[src/rtl/jesd_tx_pkg.sv]
// Shared types and constants for the JESD204 TX LMFC / frame-boundary logic.
package jesd_tx_pkg;

    // SYSREF handling modes; the reserved encoding 3 decodes to FREERUN.
    typedef enum logic [1:0] {
        ONESHOT    = 2'd0,
        CONTINUOUS = 2'd1,
        FREERUN    = 2'd2
    } sysref_mode_e;

    localparam int unsigned MPOS_W = 10;
    // Reset configuration: 4 octets per frame, 8 frames per multiframe.
    localparam logic [3:0] DEF_F = 4'd3;
    localparam logic [4:0] DEF_K = 5'd7;

    // Multiframe length in octets, (F+1)*(K+1); at most 512 so fits MPOS_W.
    function automatic logic [MPOS_W-1:0] fk_calc(input logic [3:0] f, input logic [4:0] k);
        logic [MPOS_W-1:0] a;
        logic [MPOS_W-1:0] b;
        a = MPOS_W'(f) + MPOS_W'(1);
        b = MPOS_W'(k) + MPOS_W'(1);
        return a * b;
    endfunction

    function automatic sysref_mode_e mode_decode(input logic [1:0] m);
        case (m)
            2'd0:    return ONESHOT;
            2'd1:    return CONTINUOUS;
            default: return FREERUN;
        endcase
    endfunction

endpackage

[src/rtl/tx_sysref_det.sv]
// SYSREF rising-edge detector followed by a programmable delay line.
// The event fires SYSREF_DLY enabled cycles after the edge (0 = same cycle).
// DLY_W must be at least 2 so the line holds two or more stages.
module tx_sysref_det #(
    parameter int unsigned DLY_W = 4
) (
    input  logic             CLK,
    input  logic             RST_n,
    input  logic             EN,
    input  logic             SYSREF,
    input  logic [DLY_W-1:0] SYSREF_DLY,
    output logic             EVENT
);

    localparam int unsigned DEPTH = (1 << DLY_W) - 1;

    logic             sysref_q;
    logic [DEPTH-1:0] dly_q;
    logic             edge_s;
    logic             tap;

    assign edge_s = EN & SYSREF & ~sysref_q;

    // Previous SYSREF level and delay line; both freeze while EN is low.
    always_ff @(posedge CLK or negedge RST_n) begin
        if (!RST_n) begin
            sysref_q <= 1'b0;
            dly_q    <= '0;
        end else if (EN) begin
            sysref_q <= SYSREF;
            dly_q    <= {dly_q[DEPTH-2:0], edge_s};
        end
    end

    // Select the tap; stage j holds the edge from j+1 enabled cycles ago.
    always_comb begin
        tap = edge_s;
        if (SYSREF_DLY != '0) begin
            tap = dly_q[SYSREF_DLY - DLY_W'(1)];
        end
    end

    assign EVENT = tap & EN;

endmodule

[src/rtl/tx_lmfc_gen.sv]
// LMFC and frame-boundary generator for the JESD204 TX datapath.
// Produces per-octet frame/multiframe start/end markers for BYTES octets per
// clock, with SYSREF alignment, phase monitoring and configuration checking.
module tx_lmfc_gen
    import jesd_tx_pkg::*;
#(
    parameter int unsigned BYTES = 4,
    parameter int unsigned DLY_W = 4
) (
    input  logic              CLK,
    input  logic              RST_n,
    input  logic              EN,
    input  logic              SYSREF,
    input  logic              LOAD_SETUP,
    input  logic [7:0]        F,
    input  logic [4:0]        K,
    input  logic [1:0]        SYSREF_MODE,
    input  logic [DLY_W-1:0]  SYSREF_DLY,
    input  logic              REARM,
    output logic [BYTES-1:0]  MS,
    output logic [BYTES-1:0]  ME,
    output logic [BYTES-1:0]  FS,
    output logic [BYTES-1:0]  FE,
    output logic [9:0]        LMFC_CNT,
    output logic              SYNCED,
    output logic              PHASE_ERR,
    output logic              CFG_ERR
);

    localparam int unsigned        SHIFT   = $clog2(BYTES);
    localparam logic [MPOS_W-1:0]  STEP    = MPOS_W'(BYTES);
    localparam logic [5:0]         STEP6   = 6'(BYTES);
    localparam logic [MPOS_W-1:0]  FK_MASK = MPOS_W'(BYTES - 1);

    // Small modulo by repeated conditional subtraction. Operands never exceed
    // (F+1)+BYTES-1, so BYTES+1 steps always suffice even for F+1 = 1.
    function automatic logic [5:0] mod_small(input logic [5:0] v, input logic [5:0] m);
        logic [5:0] r;
        r = v;
        for (int unsigned s = 0; s <= BYTES; s++) begin
            if (r >= m) begin
                r = r - m;
            end
        end
        return r;
    endfunction

    // Active configuration
    logic [3:0]        cfg_f_q, cfg_f_d;
    logic [MPOS_W-1:0] cfg_fk_q, cfg_fk_d;
    sysref_mode_e      cfg_mode_q, cfg_mode_d;
    logic              cfg_err_q, cfg_err_d;

    // Staged configuration awaiting its legality check
    logic              load_q;
    logic              chk_q;
    logic [7:0]        stg_f_q;
    logic [MPOS_W-1:0] stg_fk_q;
    sysref_mode_e      stg_mode_q;
    logic              load_rise;
    logic              stg_legal;

    // Position counters and alignment status
    logic [MPOS_W-1:0] mpos_q, mpos_d;
    logic [3:0]        fpos_q, fpos_d;
    logic              synced_q, synced_d;
    logic              phase_err_q, phase_err_d;

    logic [MPOS_W-1:0] mpos_last;
    logic [MPOS_W-1:0] mpos_adv;
    logic [3:0]        fpos_adv;
    logic [5:0]        fmod;
    logic              aligned;
    logic              sys_event;
    logic              synced_eff;
    logic              realign;
    logic [5:0]        idx;

    tx_sysref_det #(
        .DLY_W (DLY_W)
    ) u_sysref_det (
        .CLK        (CLK),
        .RST_n      (RST_n),
        .EN         (EN),
        .SYSREF     (SYSREF),
        .SYSREF_DLY (SYSREF_DLY),
        .EVENT      (sys_event)
    );

    assign load_rise = LOAD_SETUP & ~load_q;
    // F above 15 is out of range; FK must hold a whole number of words.
    assign stg_legal = (stg_f_q[7:4] == 4'd0) && ((stg_fk_q & FK_MASK) == '0);

    assign fmod      = 6'(cfg_f_q) + 6'd1;
    assign mpos_last = cfg_fk_q - STEP;
    assign aligned   = (mpos_q == mpos_last);
    assign mpos_adv  = aligned ? '0 : mpos_q + STEP;
    assign fpos_adv  = 4'(mod_small(6'(fpos_q) + STEP6, fmod));

    // Capture F/K/mode on a LOAD_SETUP rising edge, independent of EN.
    always_ff @(posedge CLK or negedge RST_n) begin
        if (!RST_n) begin
            load_q     <= 1'b0;
            chk_q      <= 1'b0;
            stg_f_q    <= '0;
            stg_fk_q   <= '0;
            stg_mode_q <= ONESHOT;
        end else begin
            load_q <= LOAD_SETUP;
            chk_q  <= load_rise;
            if (load_rise) begin
                stg_f_q    <= F;
                stg_fk_q   <= fk_calc(F[3:0], K);
                stg_mode_q <= mode_decode(SYSREF_MODE);
            end
        end
    end

    // Next state: a legal config apply overrides counting and SYSREF handling.
    always_comb begin
        cfg_f_d     = cfg_f_q;
        cfg_fk_d    = cfg_fk_q;
        cfg_mode_d  = cfg_mode_q;
        cfg_err_d   = cfg_err_q;
        mpos_d      = mpos_q;
        fpos_d      = fpos_q;
        synced_d    = synced_q;
        phase_err_d = phase_err_q;
        synced_eff  = 1'b0;
        realign     = 1'b0;

        if (chk_q && stg_legal) begin
            cfg_f_d     = stg_f_q[3:0];
            cfg_fk_d    = stg_fk_q;
            cfg_mode_d  = stg_mode_q;
            cfg_err_d   = 1'b0;
            mpos_d      = '0;
            fpos_d      = '0;
            synced_d    = 1'b0;
            phase_err_d = 1'b0;
        end else begin
            if (chk_q) begin
                cfg_err_d = 1'b1;
            end
            if (EN) begin
                // REARM takes effect before any event in the same cycle.
                synced_eff = synced_q & ~REARM;
                synced_d   = synced_eff;
                if (REARM) begin
                    phase_err_d = 1'b0;
                end
                case (cfg_mode_q)
                    ONESHOT: begin
                        if (sys_event) begin
                            if (!synced_eff) begin
                                realign  = 1'b1;
                                synced_d = 1'b1;
                            end else if (!aligned) begin
                                phase_err_d = 1'b1;
                            end
                        end
                    end
                    CONTINUOUS: begin
                        if (sys_event) begin
                            realign  = 1'b1;
                            synced_d = 1'b1;
                            if (synced_eff && !aligned) begin
                                phase_err_d = 1'b1;
                            end
                        end
                    end
                    default: begin
                        synced_d = 1'b0;
                    end
                endcase
                mpos_d = realign ? '0 : mpos_adv;
                fpos_d = realign ? '0 : fpos_adv;
            end
        end
    end

    // Configuration, counters and status registers.
    always_ff @(posedge CLK or negedge RST_n) begin
        if (!RST_n) begin
            cfg_f_q     <= DEF_F;
            cfg_fk_q    <= fk_calc(DEF_F, DEF_K);
            cfg_mode_q  <= ONESHOT;
            cfg_err_q   <= 1'b0;
            mpos_q      <= '0;
            fpos_q      <= '0;
            synced_q    <= 1'b0;
            phase_err_q <= 1'b0;
        end else begin
            cfg_f_q     <= cfg_f_d;
            cfg_fk_q    <= cfg_fk_d;
            cfg_mode_q  <= cfg_mode_d;
            cfg_err_q   <= cfg_err_d;
            mpos_q      <= mpos_d;
            fpos_q      <= fpos_d;
            synced_q    <= synced_d;
            phase_err_q <= phase_err_d;
        end
    end

    // Per-octet markers decoded from the lane-0 frame and multiframe offsets.
    always_comb begin
        MS  = '0;
        ME  = '0;
        FS  = '0;
        FE  = '0;
        idx = '0;
        for (int unsigned i = 0; i < BYTES; i++) begin
            idx   = mod_small(6'(fpos_q) + 6'(i), fmod);
            FS[i] = (idx == 6'd0);
            FE[i] = (idx == 6'(cfg_f_q));
        end
        MS[0]       = (mpos_q == '0);
        ME[BYTES-1] = aligned;
    end

    assign LMFC_CNT  = 10'(mpos_q >> SHIFT);
    assign SYNCED    = synced_q;
    assign PHASE_ERR = phase_err_q;
    assign CFG_ERR   = cfg_err_q;

endmodule

[config.mk]
export PLATFORM = sky130hd
export DESIGN_NAME = tx_lmfc_gen
export DESIGN_NICKNAME = d
export VERILOG_FILES = /design/src/rtl/jesd_tx_pkg.sv /design/src/rtl/tx_sysref_det.sv /design/src/rtl/tx_lmfc_gen.sv
export SDC_FILE = /design/constraint.sdc
export NUM_CORES = 1
export LEC_CHECK = 0
export BUFFER_PORTS_ARGS = -buffer_cell sky130_fd_sc_hd__buf_2
export CORE_UTILIZATION = 45
export DETAILED_ROUTE_END_ITERATION = 10
export GPL_TIMING_DRIVEN = 1
export PLACE_DENSITY_LB_ADDON = 0.2
export SYNTH_ARGS = -nofsm -noshare
export SYNTH_HDL_FRONTEND = slang
export SYNTH_SLANG_ARGS = --single-unit
[constraint.sdc]
create_clock -name CLK -period 16.19 [get_ports CLK]
set_input_delay 4.0475 -clock CLK [delete_from_list [all_inputs] [get_ports CLK]]
set_output_delay 4.0475 -clock CLK [all_outputs]
set_load 0.02 [all_outputs]
Word level (Yosys, flattened, before mapping)

Cells that the tools add are included.

Add/subtract/negate cells: 35
Multipliers: 1
Order comparisons: 26
Eq/ne operators: 7
Muxes and demuxes: 57
Bitwise gates (word level): 8
Reduce and logical (&&, ||, !) cells: 17

Operators by type and width:

| operator                                                    | number |
|---|---|
| two-way mux 6 bit                                           | 24 |
| greater-or-equal comparator 6 x 5 -> 1 bit                  | 20 |
| subtractor 6 x 5 -> 6 bit                                   | 19 |
| two-way mux 10 bit                                          | 4 |
| == test 6 x 4 -> 1 bit                                      | 4 |
| logical NOT 6 bit                                           | 4 |
| subtractor 5 x 5 -> 6 bit                                   | 4 |
| two-way mux 1 bit                                           | 21 |
| greater-or-equal comparator 5 bit                           | 4 |
| logical NOT 10 bit                                          | 2 |
| two-way mux 4 bit                                           | 4 |
| adder 4 x 1 -> 5 bit (second input constant)                | 3 |
| adder 10 x 3 -> 10 bit (second input constant)              | 1 |
| adder 4 x 2 -> 5 bit (second input constant)                | 2 |
| == test 10 bit                                              | 1 |
| multiplier 5 x 6 -> 10 bit                                  | 1 |
| subtractor 10 x 3 -> 10 bit (second input constant)         | 1 |
| adder 5 x 1 -> 6 bit (second input constant)                | 1 |
| subtractor 4 x 5 -> 6 bit                                   | 1 |
| adder 4 x 3 -> 5 bit (second input constant)                | 1 |
| AND 1 bit                                                   | 5 |
| greater-or-equal comparator 4 x 5 -> 1 bit                  | 1 |
| less-than comparator 4 x 5 -> 1 bit (second input constant) | 1 |
| binary-select mux 1 bit (select 4 bit)                      | 1 |
| other kinds (13)                                            | 21 |

Flip-flop bits (word level): 71
Bits of input ports: 25

Depth between registers and ports, before layout

Gate-level depths: netlist of the first run.

Depth in word-level cells: 14
Mapped depth: 52
Mapped depth without buffers: 50

Modules after synthesis

From an unflattened synthesis of the first run, not the netlist that was laid out.

Cells, all modules: 1312
Area total of the unflattened synthesis: 11427.2 sq um

Modules (own cells, without submodules):

| module        | instances | cells each | area an instance (sq um) |
|---|---|---|---|
| tx_lmfc_gen   | 1         | 1254       | 10592.7 |
| tx_sysref_det | 1         | 58         | 834.6 |

Worst setup path after synthesis of the first run

OpenSTA, ideal clock, no wires.

Path type: register -> output
Start point: reg cfg_f_q[1]
End point: out FE[1]
Arrival time: 10.955 ns
Data required time: 12.142 ns
Slack: 1.188 ns
Cell stages (with the launch flop): 51
Path buffers: 2
Cell sequence: dfstp_2 clkbuf_1 nand3_1 xor2_1 ha_1 o21a_1 o21a_4 or2_0 a21oi_1 ha_1 inv_1 fa_1 a21oi_1 o21ai_0 o21ai_0 nand2b_1 or2_1 buf_6 (+15 left out) a21boi_0 nor2_1 inv_1 nor3_1 mux2_4 ha_1 inv_1 fa_1 a21o_1 a21o_1 a41o_1 a21oi_1 a21boi_0 mux2i_1 a211o_1 a21oi_1 o21ai_1 nor4_2

Cells in the longest elaborated chain, start to end: 12
Elaborated cells on any way between the ends: 17

Ends and longest elaborated chain:

| item                                                                                           | line                                 | source |
|---|---|---|
| start, declared                                                                                | tx_lmfc_gen.sv:49                    | `logic [3:0] cfg_f_q, cfg_f_d;` |
| start signal, assigned                                                                         | tx_lmfc_gen.sv:194                   | `cfg_f_q <= cfg_f_d;` |
| adder 4 x 1 -> 5 bit                                                                           | tx_lmfc_gen.sv:94                    | `assign fmod = 6'(cfg_f_q) + 6'd1;` |
| subtractor 5 x 5 -> 6 bit / greater-or-equal comparator 5 bit (equally long branches)          | tx_lmfc_gen.sv:42, tx_lmfc_gen.sv:41 |  |
| two-way mux 6 bit                                                                              | tx_lmfc_gen.sv:41                    | `if (r >= m) begin` |
| subtractor 6 x 5 -> 6 bit / greater-or-equal comparator 6 x 5 -> 1 bit (equally long branches) | tx_lmfc_gen.sv:42, tx_lmfc_gen.sv:41 |  |
| two-way mux 6 bit                                                                              | tx_lmfc_gen.sv:41                    |  |
| subtractor 6 x 5 -> 6 bit / greater-or-equal comparator 6 x 5 -> 1 bit (equally long branches) | tx_lmfc_gen.sv:42, tx_lmfc_gen.sv:41 |  |
| two-way mux 6 bit                                                                              | tx_lmfc_gen.sv:41                    |  |
| subtractor 6 x 5 -> 6 bit / greater-or-equal comparator 6 x 5 -> 1 bit (equally long branches) | tx_lmfc_gen.sv:42, tx_lmfc_gen.sv:41 |  |
| two-way mux 6 bit                                                                              | tx_lmfc_gen.sv:41                    |  |
| subtractor 6 x 5 -> 6 bit / greater-or-equal comparator 6 x 5 -> 1 bit (equally long branches) | tx_lmfc_gen.sv:42, tx_lmfc_gen.sv:41 |  |
| two-way mux 6 bit                                                                              | tx_lmfc_gen.sv:41                    |  |
| == test 6 x 4 -> 1 bit *                                                                       | tx_lmfc_gen.sv:215                   | `FE[i] = (idx == 6'(cfg_f_q));` |
| end, declared                                                                                  | tx_lmfc_gen.sv:23                    | `output logic [BYTES-1:0] FE,` |

Every way passes the cells marked *; elsewhere a longest branch is shown, timed or not.

Final worst setup path of the first run

Start point: reg cfg_f_q[1]
End point: out FE[3]

Same word-level chain as after synthesis.

==> flow_metrics.tcl, run 1 <==
set metrics [dict create \
    required_ns 12.14 \
    antennaDiodeCount 0 \
    drv_slew 0 \
    die_width_um 160 \
    synth-compound-area-share_pct 17.3 \
    critPathLaunchType "flop" \
    overflow 0 \
    cts_tree "yes" \
    final_cells 1627 \
    yosysSeqAreaShare_pct 15.4 \
    crit_fanout 23 \
    wire_per_inst_um 15.0 \
    cts_hold_buf 0 \
    synthSimpleGateAreaFrac_pct 16.9 \
    root_buffer "clkbuf_16" \
    antenna_found_initial 0 \
    synthCells 1258 \
    hold_class "flop to flop" \
    drive_gt1_share_pct 16.7 \
    dp_hpwl_um 19200 \
    worst_slack_ns 0.817 \
    met1_usage_pct 26.4 \
    route.detailed.drc 0 \
    grt_max_degree 70 \
    busiest_layer "met2" \
    die_h_um 160 \
    path_class "flop to output port" \
    gp_congestion 0.824 \
    drv_cap 0 \
    core_area_um2 24400 \
    ys_top_cells_by_area "ha_1, dfrtp_1, mux2_2" \
    rows 57 \
    synth_edf_count 0 \
    vias_per_cell 5.50 \
    finalHoldViolCount 0 \
    max-clock-path-buffers 2 \
    clock_sinks 69 \
    relSlewSlack_pct 27.0 \
    ys_types 89 \
    arrival_ns 11.33 \
    finalSetupViolations 0 \
    tightest_slew_ns 1.09 \
    clock_skew_ns 0.00770 \
    place_inst 1611 \
    firstDrtPassIters 5 \
    synth-seq-cells 69 \
    clk_latency_ns 0.33 \
    io_buffers 45 \
    syn_to_final_growth_pct 7.84 \
    postCtsSetupBuffers 0 \
    nFillCells 2377 \
    nNetsFinal 1508 \
    avgSynthCellArea_um2 8.93 \
    synth_top_area_share_pct 16.7 \
    post-route-period-util_pct 95.0 \
    synth_top_family_by_area "adder cells" \
    drt_wl_total_um 24400 \
    vias 8945 \
    drtIter0Drc 376 \
    synth_xor_area_share_pct 8.73 \
    grt_pass1_vias 9123 \
    crit_top_cell "a21oi_1" \
    grtUsageTotal_pct 19.7 \
    post_dp_cell_area_um2 11800 \
    async_flop_share_pct 100 \
    outcome "completed" \
    min_period_ns 15.37 \
    slowest_delay_ns 0.73 \
    synth_mux_area_share_pct 14.4 \
    grt_use_met3_pct 1.77 \
    clk_pin_slew_ns 0.06 \
    postRouteAntennaNets 0 \
    synth_common_cells "ha_1, mux2_2, nand2_1" \
    netlist_area_um2 11200 \
    rsz0062_at_grt "false" \
    start_util_pct 46.1 \
    ios 54 \
    cts_made_buffers 9 \
    grt_first_pass_wirelength_um 42700 \
    yosysTopAreaCell "ha_1" \
    synth_adder_area_share_pct 22.9 \
    yosys_warnings 0 \
    worstSetupEndpointType "output port" \
    ys.flop_type "dfrtp_1" \
    fin_area_um2 12100 \
    use_met2_pct 34.9 \
    yosysMostFrequentCell "ha_1" \
    dp_slack_ns 1.08 \
    htree_levels 3 \
    dieArea_um2 25600 \
    fmax_ghz 0.0650 \
    tns_ns 0 \
    slowest_stage "dfstp_2" \
]
## layout make-up
class	count	area, µm²	share of cell area, %
clock buffers	10	239	1.97
inverters	79	297	2.45
well taps	324	405	3.35
repair buffers	54	293	2.42
clock inverters	6	62.6	0.516
flip-flops and latches	69	1730	14.3
multi-input cells	1085	9090	75.0
## worst max-delay path: cells and delay by family (launching register included)
kind	cells	cell delay (ns)
buffers and inverters	5	0.79
AO/OA/AOI/OAI	17	3.47
AND/OR/NAND/NOR	8	1.47
flip-flops	1	0.73
multiplexers	4	1.29
XOR/XNOR	2	0.42
adder cells (fa/ha/maj)	9	2.79
## per-layer routing
metal / vias to the layer above / routed length (µm)
met5: - / 0
met4: 0 / 199
met3: 17 / 616
met2: 117 / 11700
met1: 4185 / 11900
li1: 4626 / -
## cells in the final DEF (no fill, tap or decap), types with 13 or more instances in the layout
master,instances
mux2_2,101
xor2_1,41
nand2b_1,31
nand2_1,87
inv_1,78
mux2i_1,26
and3_1,18
buf_2,45
o21ai_0,58
xnor2_1,69
dfrtp_1,66
nand4_1,14
a21oi_1,75
fa_1,35
nor2_1,68
ha_1,149
and2_1,13
nor2b_1,36
o21a_1,17
nand3_1,17
nor3_1,13
a21o_1,42
## final timing paths
path / from / end / slack (ns) / cells past startpoint
max: cfg_f_q[1]$_DFFE_PN1P_ / FE[3] / 0.82 / 45
min: stg_fk_q[6]$_DFFE_PN0P_ / stg_fk_q[6]$_DFFE_PN0P_ / 0.48 / 2
max reg2reg: cfg_f_q[1]$_DFFE_PN1P_ / fpos_q[2]$_DFFE_PN0P_ / 6.65 / 44
min reg2reg: stg_fk_q[6]$_DFFE_PN0P_ / stg_fk_q[6]$_DFFE_PN0P_ / 0.48 / 2
max in group asynchronous: RST_n / u_sysref_det.dly_q[9]$_DFFE_PN0P_ / 11.73 / 2
min in group asynchronous: RST_n / stg_fk_q[0]$_DFFE_PN0P_ / 3.91 / 2
## per-stage QoR
stage               hold slack, ns  util (%)
floorplan                    0.446         -
global placement             0.466      48.4
detailed placement           0.468      48.4
CTS                          0.487      49.6
global route                 0.503      49.7
finish                       0.480      49.7
## registers in the layout, indices dropped and copies added (netlist names), 2 cells and up
| name | cells |
|---|---|
| cfg_mode_q | 2 |
| stg_f_q | 8 |
| mpos_q | 8 |
| u_sysref_det.dly_q | 15 |
| cfg_fk_q | 10 |
| fpos_q | 4 |
| stg_fk_q | 10 |
| cfg_f_q | 4 |
| stg_mode_q | 2 |
## repair_timing
item,4_1_cts,5_1_grt
resized for setup,0,2
endpoints found under the hold margin,0,0
setup endpoints to repair,0,4
## logic make-up (layout without fill, tap and decap cells)
group / count (synthesis) / after routing
simple gates: 352 / 352
mux: 140 / 140
other cells: 1 / 8
compound gates: 288 / 288
xor+xnor: 112 / 112
buf+inv: 111 / 149
flops: 69 / 69
fa+ha+maj: 185 / 185
Power of run 1 is not shown: default switching activity piles up to over one toggle a cycle in this logic, so the estimate is an artifact.
==> run 2: changes to the inputs <==
==> constraint.sdc (replaced) <==
create_clock -name CLK -period 16.19 [get_ports CLK]
set_input_delay 1.619 -clock CLK [delete_from_list [all_inputs] [get_ports CLK]]
set_output_delay 1.619 -clock CLK [all_outputs]
set_load 0.02 [all_outputs]
==> run 2 against run 1 <==
Compared with the run above: final cell count is essentially flat; global-route usage barely moved; critical path depth rose by 5; fmax up 12%; via count rose by 1.4%; non-clock buffer count down 1; sequential share of layout area about the same; setup slack better by 1.6 ns; register-to-register slack worse by 0.28 ns; clock skew about the same; die area did not move.
==> flow_metrics.tcl, run 2 (synthesis gave the netlist of run 1 again) <==
set metrics [dict create \
    gp_congestion 0.865 \
    rows 57 \
    min_period_ns 13.74 \
    cts_hold_buf 0 \
    reg2reg_to "fpos_q[3]$_DFFE_PN0P_" \
    worst_slack_ns 2.45 \
    dp_hpwl_um 19300 \
    postRouteAntennaNets 0 \
    slowest_stage "dfstp_2" \
    syn_to_final_growth_pct 7.87 \
    grt_first_pass_wirelength_um 42600 \
    clk_pin_slew_ns 0.06 \
    crit_fanout 26 \
    outcome "completed" \
    grt_pass1_vias 9166 \
    antennaDiodeCount 0 \
    tightest_slew_ns 0.921 \
    fin_util_pct 49.7 \
    finalSetupViolations 0 \
    arrival_ns 12.12 \
    clock_sinks 69 \
    cts-resized-gates 0 \
    vias_per_cell 5.58 \
    ios 54 \
    fmax_ghz 0.0728 \
    nFillCells 2387 \
    max-clock-path-buffers 2 \
    top_register "u_sysref_det.dly_q" \
    largest_reg_flops 15 \
    final_common_cell "ha_1" \
    core_area_um2 24400 \
    tns_ns 0 \
    dp_slack_ns 2.78 \
    root_buffer "clkbuf_16" \
    grt_max_degree 70 \
    drv_slew 0 \
    post-route-period-util_pct 84.9 \
    die_width_um 160 \
    grtUsageTotal_pct 19.7 \
    overflow 0 \
    path_class "flop to output port" \
    route.detailed.drc 0 \
    vias 9067 \
    drive_gt1_share_pct 16.4 \
    finalHoldViolCount 0 \
    postCtsSetupBuffers 0 \
    wire_per_inst_um 15.1 \
    critPathTopFamily "compound AO/OA/AOI/OAI gates" \
    cts_tree "yes" \
    clock_skew_ns 0.00795 \
    io_buffers 45 \
    required_ns 14.57 \
    hold_depth 2 \
    slowest_delay_ns 0.66 \
    final_cell_mix "ha_1, mux2_2, nand2_1" \
    drt_wl_total_um 24600 \
    start_util_pct 46.1 \
    critPathLaunchType "flop" \
    hp-start "stg_fk_q[6]$_DFFE_PN0P_" \
    reg_top3 "u_sysref_det.dly_q (15), cfg_fk_q (10), stg_fk_q (10)" \
    reg2reg_from "cfg_f_q[1]$_DFFE_PN1P_" \
    drtIter0Drc 377 \
    die_h_um 160 \
    drv_cap 0 \
    r2r_slack_ns 6.37 \
    rsz0062_at_grt "false" \
    antenna_found_initial 0 \
    firstDrtPassIters 4 \
    hold_class "flop to flop" \
    relSlewSlack_pct 38.6 \
    htree_levels 3 \
    cp_num_buf_inv 8 \
    cts_made_buffers 9 \
    dieArea_um2 25600 \
    worstSetupEndpointType "output port" \
    clk_latency_ns 0.34 \
    r2r.worst_path.cells 43 \
    nNetsFinal 1507 \
    hold_path_end "stg_fk_q[6]$_DFFE_PN0P_" \
]
-- run 2: changes by cell type in the layout (fill, tap and decap cells not counted), moves of 2 or more --
cell,change
clkinv_2,-3
clkinv_4,-2
clkbuf_8,+2
clkinvlp_4,+2
-- run 2: area by class of cell --
| class | count | area (µm²) | area share (%) |
|---|---|---|---|
| multi-input combinational | 1085 | 9080 | 74.9 |
| clock buffer | 12 | 267 | 2.20 |
| inverter | 79 | 297 | 2.45 |
| tap | 324 | 405 | 3.34 |
| sequential | 69 | 1730 | 14.3 |
| clock inverter | 4 | 53.8 | 0.444 |
| timing repair buffer | 53 | 285 | 2.35 |
-- run 2: how the worst max path moves through the flow --
stage / start / to / depth (start not counted)
6_report: cfg_f_q[1]$_DFFE_PN1P_ / FE[1] / 50
2_1_floorplan: cfg_f_q[1]$_DFFE_PN1P_ / FE[1] / 50
3_5_place_dp: cfg_f_q[1]$_DFFE_PN1P_ / FE[1] / 50
4_1_cts: cfg_f_q[1]$_DFFE_PN1P_ / FE[1] / 50
5_1_grt: cfg_f_q[1]$_DFFE_PN1P_ / FE[1] / 50
3_3_place_gp: cfg_f_q[1]$_DFFE_PN1P_ / FE[1] / 50
-- run 2: worst min-delay path, delay by kind of cell, from the launching register on --
family | cells | cell delay (ns)
DFF | 1 | 0.34
AOI/OAI and AO/OA | 1 | 0.06
and+or+nand+nor | 1 | 0.05
-- run 2: per-layer routing --
layer	GRT usage, %	up-vias	wire length, µm
li1	-	4619	-
met1	26.3	4312	12000
met2	35.0	117	11900
met3	1.38	19	436
met4	3.90	0	247
met5	0	-	0
-- run 2: through the flow --
| stage | hold WS, ns | area, µm² | std cells |
|---|---|---|---|
| after floorplan | 0.446 | 11300 | 1265 |
| after global placement | 0.468 | 11800 | 1610 |
| after detailed placement | 0.469 | 11800 | 1610 |
| after CTS | 0.483 | 12100 | 1626 |
| after global routing | 0.507 | 12100 | 1626 |
| final | 0.480 | 12100 | 1626 |
Power of run 2 is left out for the same reason.
==> run 3: changes to the inputs <==
- clock period: 16.19 -> 11.5 ns (I/O delays scaled with it)
==> run 3 against run 2 <==
Compared with the run above: sequential share of layout area shrank 0.81 points; setup slack lost 2.0 ns; clock skew is essentially flat; utilization grew 3.1 points; largest cell class unchanged; design area grew 6.3%; hold slack lost 0.00066 ns.
==> flow_metrics.tcl, run 3 (synthesis gave the netlist of run 1 again) <==
set metrics [dict create \
    top_register "u_sysref_det.dly_q" \
    min_period_ns 11.05 \
    path_class "flop to output port" \
    max-clock-path-buffers 2 \
    clock_sinks 69 \
    die_width_um 160 \
    overflow 0 \
    firstDrtPassIters 5 \
    nNetsFinal 1555 \
    reg2reg_from "cfg_f_q[0]$_DFFE_PN1P_" \
    io_buffers 45 \
    drive_gt1_share_pct 24.1 \
    postRouteAntennaNets 0 \
    regArea_um2 1730 \
    slowest_stage "dfstp_2" \
    drtIter0Drc 379 \
    antennaDiodeCount 0 \
    wire_per_inst_um 15.4 \
    cts_tree "yes" \
    vias 9313 \
    grtUsageTotal_pct 20.2 \
    final_common_cell "ha_1" \
    core_area_um2 24400 \
    gp_congestion 0.871 \
    required_ns 10.35 \
    grt_first_pass_wirelength_um 43300 \
    clk_latency_ns 0.33 \
    post-route-period-util_pct 96.1 \
    root_buffer "clkbuf_16" \
    dieArea_um2 25600 \
    drv_slew 0 \
    cts_hold_buf 0 \
    crit_fanout 6 \
    multi_input_area_um2 9470 \
    worstSetupEndpointType "output port" \
    largest_reg_flops 15 \
    clock_skew_ns 0.00775 \
    final_cell_mix "ha_1, mux2_2, nand2_1" \
    hp-start "stg_fk_q[9]$_DFFE_PN0P_" \
    rows 57 \
    antenna_found_initial 0 \
    ios 54 \
    finalSetupViolations 0 \
    outcome "completed" \
    r2r.worst_path.cells 42 \
    drt_wl_total_um 25700 \
    vias_per_cell 5.56 \
    reg2reg_to "fpos_q[3]$_DFFE_PN0P_" \
    start_util_pct 46.1 \
    slowest_delay_ns 0.59 \
    reg_top3 "u_sysref_det.dly_q (15), cfg_fk_q (10), stg_fk_q (10)" \
    clk_pin_slew_ns 0.06 \
    fin_area_um2 12900 \
    hold_depth 2 \
    nFillCells 2333 \
    post_dp_cell_area_um2 12100 \
    route.detailed.drc 0 \
    htree_levels 3 \
    relSlewSlack_pct 28.1 \
    r2r_slack_ns 2.32 \
    arrival_ns 9.90 \
    hold_class "flop to flop" \
    fmax_ghz 0.0905 \
    grt_max_degree 70 \
    cts_made_buffers 9 \
    syn_to_final_growth_pct 14.6 \
    drv_cap 0 \
    finalHoldViolCount 0 \
    critPathLaunchType "flop" \
    tightest_slew_ns 1.08 \
    grt_pass1_vias 9186 \
    dp_hpwl_um 20300 \
    hold_path_end "stg_fk_q[9]$_DFFE_PN0P_" \
    die_h_um 160 \
]
==> run 3: cell count changes in the layout (fill, tap and decap cells not counted), moves of 4 or more <==
| cell | before | now |
|---|---|---|
| ha_1 | 150 | 142 |
| a21oi_1 | 75 | 64 |
| nand2_1 | 87 | 83 |
| mux2i_1 | 26 | 22 |
| fa_2 | 0 | 7 |
| ha_4 | 0 | 6 |
| fa_1 | 35 | 28 |
| a21oi_2 | 1 | 11 |
| buf_4 | 8 | 55 |
==> run 3: final cells by class <==
class / count / share of cell area [%]
timing repair buffer: 101 / 5.14
multi-input combinational: 1085 / 73.5
inverter: 79 / 2.33
tap: 324 / 3.15
sequential: 69 / 13.5
clock buffer: 10 / 1.86
clock inverter: 6 / 0.544
==> run 3: worst max path at each step <==
stage / cells after the start / end / startpoint
final: 48 / FE[1] / cfg_f_q[0]$_DFFE_PN1P_
after global routing: 51 / FE[1] / fpos_q[0]$_DFFE_PN0P_
after CTS: 42 / FE[0] / cfg_f_q[0]$_DFFE_PN1P_
after detailed placement: 48 / FE[3] / cfg_f_q[1]$_DFFE_PN1P_
after global placement: 45 / FE[3] / cfg_f_q[1]$_DFFE_PN1P_
after floorplan: 49 / FE[1] / cfg_f_q[0]$_DFFE_PN1P_
==> run 3: through the flow <==
stage / utilization, % / setup slack, ns / TNS [ns] / instances / hold WS, ns
finish: 52.8 / 0.450 / 0 / 1674 / 0.479
global route: 52.8 / -0.0885 / -0.100 / 1674 / 0.505
CTS: 51.3 / 0.0268 / 0 / 1658 / 0.484
detailed placement: 49.4 / -0.187 / -0.482 / 1636 / 0.464
global placement: 49.4 / 0.0655 / 0 / 1636 / 0.463
floorplan: - / -0.121 / -0.175 / 1265 / 0.446
==> run 3: worst max-delay path: cells and delay by family, from the launching register on <==
family,cells,cell delay (ns)
AO/OA/AOI/OAI,18,2.99
multiplexers,5,1.15
flip-flops,1,0.59
buffers and inverters,6,0.57
adder cells (fa/ha/maj),9,2.62
AND/OR/NAND/NOR,10,1.65
==> run 3: what timing repair did <==
item                                    4_1_cts  5_1_grt
resized for setup                            26       60
endpoints found under the setup margin        7        8
pin swaps                                     2       16
setup buffers                                 6       16
==> run 3: per-layer routing <==
layer | GRT usage, % | routed length (µm) | part of all wire [%]
met1 | 27.0 | 12300 | 48
met5 | 0 | 0 | 0
met4 | 3.94 | 308 | 1.2
met3 | 1.51 | 566 | 2.2
met2 | 35.7 | 12500 | 49
Power of run 3 is left out for the same reason.
